==> config.mk <==
export PLATFORM = sky130hd
export DESIGN_NAME = axi_lite_rd_arb
export DESIGN_NICKNAME = d
export VERILOG_FILES = /design/src/rtl/axi_lite_rd_arb.sv
export SDC_FILE = /design/constraint.sdc
export NUM_CORES = 1
export LEC_CHECK = 0
export BUFFER_PORTS_ARGS = -buffer_cell sky130_fd_sc_hd__buf_2
export CORE_UTILIZATION = 39
export CTS_CLUSTER_SIZE = 40
export DETAILED_ROUTE_END_ITERATION = 7
export GPL_TIMING_DRIVEN = 0
export PLACE_DENSITY = 0.91
export SLEW_MARGIN = 30
export SYNTH_ARGS = -nofsm -noshare
export SYNTH_HDL_FRONTEND = slang
export SYNTH_SLANG_ARGS = --single-unit
==> constraint.sdc <==
create_clock -name aclk -period 1.83 [get_ports aclk]
set_input_delay 0 -clock aclk [delete_from_list [all_inputs] [get_ports aclk]]
set_output_delay 0 -clock aclk [all_outputs]
set_load 0.05 [all_outputs]
==> src/rtl/axi_lite_rd_arb.sv <==
// Two-requester AXI4-Lite read arbiter with one outstanding transaction.
// Define ARB_ROUND_ROBIN_EN for round-robin ties; default is fixed priority to s0.
module axi_lite_rd_arb #(
  parameter int unsigned ADDR_WIDTH = 32,
  parameter int unsigned DATA_WIDTH = 32
) (
  input  logic                  aclk,
  input  logic                  areset,
  input  logic                  s0_arvalid,
  output logic                  s0_arready,
  input  logic [ADDR_WIDTH-1:0] s0_araddr,
  output logic                  s0_rvalid,
  output logic [DATA_WIDTH-1:0] s0_rdata,
  output logic [1:0]            s0_rresp,
  input  logic                  s0_rready,
  input  logic                  s1_arvalid,
  output logic                  s1_arready,
  input  logic [ADDR_WIDTH-1:0] s1_araddr,
  output logic                  s1_rvalid,
  output logic [DATA_WIDTH-1:0] s1_rdata,
  output logic [1:0]            s1_rresp,
  input  logic                  s1_rready,
  output logic                  m_axi_arvalid,
  input  logic                  m_axi_arready,
  output logic [ADDR_WIDTH-1:0] m_axi_araddr,
  input  logic                  m_axi_rvalid,
  input  logic [DATA_WIDTH-1:0] m_axi_rdata,
  input  logic [1:0]            m_axi_rresp,
  output logic                  m_axi_rready,
  output logic                  gnt_id
);

  typedef enum logic [1:0] {StIdle, StAddr, StData} state_e;

  state_e                  state_q, state_d;
  logic                    gnt_q, gnt_d;
  logic [ADDR_WIDTH-1:0]   addr_q, addr_d;
  logic                    win;
  logic                    in_addr, in_data;

`ifdef ARB_ROUND_ROBIN_EN
  logic last_q, last_d;

  // Ties go to whoever was not served last; last_q resets to 1 so s0 wins first.
  always_comb begin
    win = ~s0_arvalid;
    if (s0_arvalid && s1_arvalid) win = ~last_q;
  end
`else
  always_comb begin
    win = ~s0_arvalid;
  end
`endif

  assign in_addr = (state_q == StAddr);
  assign in_data = (state_q == StData);

  always_comb begin
    state_d = state_q;
    gnt_d   = gnt_q;
    addr_d  = addr_q;
`ifdef ARB_ROUND_ROBIN_EN
    last_d  = last_q;
`endif
    unique case (state_q)
      StIdle: begin
        if (s0_arvalid || s1_arvalid) begin
          state_d = StAddr;
          gnt_d   = win;
          addr_d  = win ? s1_araddr : s0_araddr;
        end
      end
      StAddr: begin
        if (m_axi_arready) state_d = StData;
      end
      StData: begin
        if (m_axi_rvalid && m_axi_rready) begin
          state_d = StIdle;
`ifdef ARB_ROUND_ROBIN_EN
          last_d  = gnt_q;
`endif
        end
      end
      default: state_d = StIdle;
    endcase
  end

  always_comb begin
    m_axi_arvalid = in_addr;
    m_axi_araddr  = in_addr ? addr_q : '0;
    s0_arready    = in_addr & ~gnt_q & m_axi_arready;
    s1_arready    = in_addr &  gnt_q & m_axi_arready;
    m_axi_rready  = in_data & (gnt_q ? s1_rready : s0_rready);
    s0_rvalid     = 1'b0;
    s0_rdata      = '0;
    s0_rresp      = 2'b00;
    s1_rvalid     = 1'b0;
    s1_rdata      = '0;
    s1_rresp      = 2'b00;
    if (in_data && !gnt_q) begin
      s0_rvalid = m_axi_rvalid;
      s0_rdata  = m_axi_rdata;
      s0_rresp  = m_axi_rresp;
    end
    if (in_data && gnt_q) begin
      s1_rvalid = m_axi_rvalid;
      s1_rdata  = m_axi_rdata;
      s1_rresp  = m_axi_rresp;
    end
    gnt_id = gnt_q;
  end

  always_ff @(posedge aclk or posedge areset) begin
    if (areset) begin
      state_q <= StIdle;
      gnt_q   <= 1'b0;
      addr_q  <= '0;
    end else begin
      state_q <= state_d;
      gnt_q   <= gnt_d;
      addr_q  <= addr_d;
    end
  end

`ifdef ARB_ROUND_ROBIN_EN
  always_ff @(posedge aclk or posedge areset) begin
    if (areset) last_q <= 1'b1;
    else        last_q <= last_d;
  end
`endif

endmodule
### After elaboration in Yosys (flattened, before gate mapping)

Cells that the tools add are included.

| word-level totals | value |
|---|---|
| memories kept | 0 |
| logic and storage cells | 36 |
| memory bits (read-only) | 0 |
| memory bits (writable) | 0 |
| bits in latches | 0 |
| input port bits | 106 |
| output and inout bits | 107 |
| flip-flop bits (word level) | 35 |

| operators by class | value |
|---|---|
| shift operators | 0 |
| magnitude comparators | 0 |
| bitwise gates (word level) | 7 |
| reduce and logical (&&, ||, !) cells | 8 |
| eq/ne operators | 5 |
| add/sub/neg operators | 0 |
| multipliers | 0 |
| div/mod/pow operators | 0 |
| muxes and demuxes | 13 |

Operators with widths:

| kind | count |
|---|---|
| two-way mux 32 bit | 4 |
| two-way mux 2 bit | 5 |
| case mux 2 bit (3 select lines) | 1 |
| AND 1 bit | 5 |
| inequality test 2 bit (second input constant) | 2 |
| logical AND 1 bit | 3 |
| two-way mux 1 bit | 3 |
| AND reduction 3 bit | 1 |
| equality test 2 x 1 -> 1 bit (second input constant) | 1 |
| equality test 2 bit (second input constant) | 1 |
| logical NOT 2 bit | 1 |
| inequality test 2 x 1 -> 1 bit (second input constant) | 1 |
| NOT 1 bit | 2 |
| AND reduction 2 bit | 1 |
| logical NOT 1 bit | 1 |
| logical OR 1 bit | 1 |

### Longest topological paths before layout

| logic depth | value |
|---|---|
| depth in word-level cells | 5 |
| depth in mapped cells | 5 |

### Worst setup path after synthesis

Ideal clock, no wire load.

| timing path | value |
|---|---|
| kind | flip-flop to output port |
| from | register state_q[1] |
| to | output port m_axi_araddr[22] |
| cell stages (with the launch flop) | 4 |
| path slack | 0.045 ns |
| arrival | 1.785 ns |
| buffers on the path | 1 |
| path through | dfrtp_1 -> nor2b_1 -> clkbuf_1 -> and2_1 |

| on the way | value |
|---|---|
| cells in the longest elaborated chain, start to end | 2 |

RTL lines:

| item | line | source |
|---|---|---|
| start, declared | 35 | `state_e state_q, state_d;` |
| start signal, assigned | 115 | `state_q <= StIdle;` |
| start signal, assigned | 119 | `state_q <= state_d;` |
| equality test 2 x 1 -> 1 bit | 55 | `assign in_addr = (state_q == StAddr);` |
| net m_axi_arvalid | 23 | `output logic m_axi_arvalid,` |
| two-way mux 32 bit | 90 | `m_axi_araddr = in_addr ? addr_q : '0;` |
| end, declared | 25 | `output logic [ADDR_WIDTH-1:0] m_axi_araddr,` |

The timed path passes the listed nets, and every way through them passes these cells.

### Final worst setup path

| timing path | value |
|---|---|
| from | register state_q[0] |
| to | output port s0_rdata[3] |

| on the way | value |
|---|---|
| cells in the longest elaborated chain, start to end | 3 |

RTL lines:

| item | line | source |
|---|---|---|
| equality test 2 bit | 56 | `assign in_data = (state_q == StData);` |
| logical AND 1 bit | 100 | `if (in_data && !gnt_q) begin` |
| two-way mux 32 bit | 100 |  |
| end, declared | 13 | `output logic [DATA_WIDTH-1:0] s0_rdata,` |

Every way passes these cells.

==> metrics.cfg <==
[min_path]
hold_path_class = in -> reg

[power]
p_total_mw = 6.78
leakagePower_nw = 2.27
vdd_drop_max_v = 0.00124
powerDensity_mw_per_mm2 = 1690

[clocking]
clock_sinks = 35
clk_latency_ps = 280
clk_pin_slew_worst_paths_ps = 80
cts_tree = yes
cts_buffer_depth = 2
htreeDepth = 2
root_buffer = clkbuf_8
numCtsBuffers = 5

[critical_path]
critPathTopFamily = simple AND/OR/NAND/NOR gates
critPathBufInv = 2
cp_max_fo = 10
crit_chain = nand2b_2 -> nor2_4 -> clkbuf_2 -> and2_1 -> buf_2
end_kind = primary output
crit_path_max_incr_delay_ps = 390
required_ps = 1830
cp.arrival_ps = 1760
critPathKind = reg -> out
worst_setup_path_start_kind = flip-flop
critical-path-slowest-cell = dfrtp_1

[routing]
via_per_inst = 4.79
drcViolationCount = 0
ant_nets = 0
dr.pass1.iters = 4
vias = 2591
post_drt_wl_per_cell_um = 15.2
drtIter0Drc = 45
postRouteWirelength_mm = 8.21

[logic_synthesis]
synth_area_mm2 = 0.00258
ys_seq_elements = 35
synthAdderAreaFrac_pct = 0
synthMuxAreaShare_pct = 32.6
syn-num-nets = 343
syn_avg_cell_area_um2 = 10.9
yosys_warnings = 0
syn_inst = 237
synth-simple-area-share_pct = 26.6
synth_xor_area_share_pct = 0
synth_top_family_by_area = multiplexers
synth.distinct_cells = 20
ys_seq_area_share_pct = 34.0
synth-compound-area-share_pct = 1.17

[placement]
port_buffers = 211
place_congestion = 0.898
dp_cells = 525
dpl.hpwl_mm = 6.43

[flow_run]
drv_cap = 0

[grt]
grt_usage_pct = 23.0
grt_pass1_vias = 2552
antenna_found_initial = 0
grt_pass1_wl_mm = 12.6
overflow = 0
grt_max_degree = 36

[floorplan]
die_y_um = 83.3
core-area_mm2 = 0.00635
core.rowCount = 29
die_area_mm2 = 0.00694
ios = 213
initial_core_util_pct = 40.6
die_w_um = 83.3

[finish]
final_common_cell = buf_2
nets = 569
most-common-layout-cells = 181 x buf_2, 102 x and2_1, 35 x mux2_2, 35 x dfrtp_1, 35 x clkbuf_4
area_delta_synth_final_pct = 56.1
diodes = 0
utilization_pct = 63.3
drive_gt1_share_pct = 66.8
finalNonFillerCells = 541

[sta]
slew_headroom_pct = 52.4
setup_violations = 0
fmax_mhz = 569
hold_viol_final = 0
finalMaxSlewViolations = 0
hold_ws_ps = 61.4
worstMarginPinSlew_ps = 713
post-route-period-util_pct = 96.1
setup_tns_ps = 0
final.min_clock_period_ps = 1760
finClkSkew_ps = 2.41

[status]
outcome = finished, final reports clean

## final cells by class
type	instances	area, um^2
fillers	509	2330
multi-input cells	182	1570
repair buffers	219	1210
flip-flops and latches	35	876
plain buffers	17	143
well taps	77	96.3
clock buffers	5	68.8
clock inverters	3	43.8
inverters	3	11.3
## metrics by stage
stage | worst slack, ps | cell area [um^2]
6_report | 71.7 | 4020
5_1_grt | -27.0 | 4020
4_1_cts | -12.5 | 3890
3_5_place_dp | 126 | 3730
3_3_place_gp | 144 | 3730
2_1_floorplan | 45.0 | 2580
## cells in the mapped netlist, drive strengths merged
| master | number | area (um^2) |
|---|---|---|
| dfrtp | 35 | 876 |
| inv | 3 | 11.3 |
| mux2i | 1 | 10.0 |
| and2 | 102 | 638 |
| clkbuf | 9 | 37.5 |
| buf | 8 | 97.6 |
| mux2 | 64 | 830 |
| nor2b | 2 | 12.5 |
| o21ai | 1 | 5.00 |
| nand2b | 1 | 6.26 |
| nor2 | 6 | 25.0 |
| nand2 | 1 | 3.75 |
| a21oi | 2 | 10.0 |
| a21o | 1 | 7.51 |
| o21a | 1 | 7.51 |
## repair_timing
item	CTS	global route
endpoints found under the hold margin	38	0
gates resized for setup	7	43
pin swaps	0	2
hold buffers	3	0
endpoints found under the setup margin	88	76
buffers inserted	0	5
## registers in the layout (all words and copies together), names as in the netlist
register  flops
state_q       2
addr_q       32
gnt_id        1
## tightest hold or removal path: stages
cell	delay [ps]
buf_2	90
nor2b_1	120
o21ai_0	90
## report_power, final
group	internal (mW)	leakage, nW	switching, mW	total [mW]
clock	0.406	0.0581	0.301	0.707
sequential	1.17	0.411	0.241	1.41
combinational	1.70	1.80	2.96	4.66
total	3.28	2.27	3.51	6.78
## routing by layer
metal | global-route usage, % | routed length, um | vias to the layer above
met5 | 0 | 0 | -
met4 | 7.37 | 183 | 0
met3 | 5.77 | 607 | 17
met2 | 44.6 | 4480 | 134
met1 | 24.0 | 2940 | 1218
li1 | - | - | 1222
## path summary, 6_finish.rpt
kind	cells past startpoint	start	slack (ps)	end
worst max register to register	5	state_q[1]	330	addr_q[27]
worst min-delay path	3	m_axi_rvalid	60	state_q[1]
min in group asynchronous	3	areset	380	addr_q[8]
max in group asynchronous	3	areset	990	gnt_id
worst min register to register	1	addr_q[17]	510	addr_q[17]
worst max-delay path	5	state_q[0]	70	s0_rdata[3]
## cell families (layout without fill, tap and decap cells)
| kind of cell | Yosys count | count (layout) |
|---|---|---|
| mux | 65 | 65 |
| buf+inv | 20 | 247 |
| compound gates | 5 | 5 |
| simple gates | 112 | 112 |
| flops | 35 | 35 |
Power figures use the tool's default switching activity.
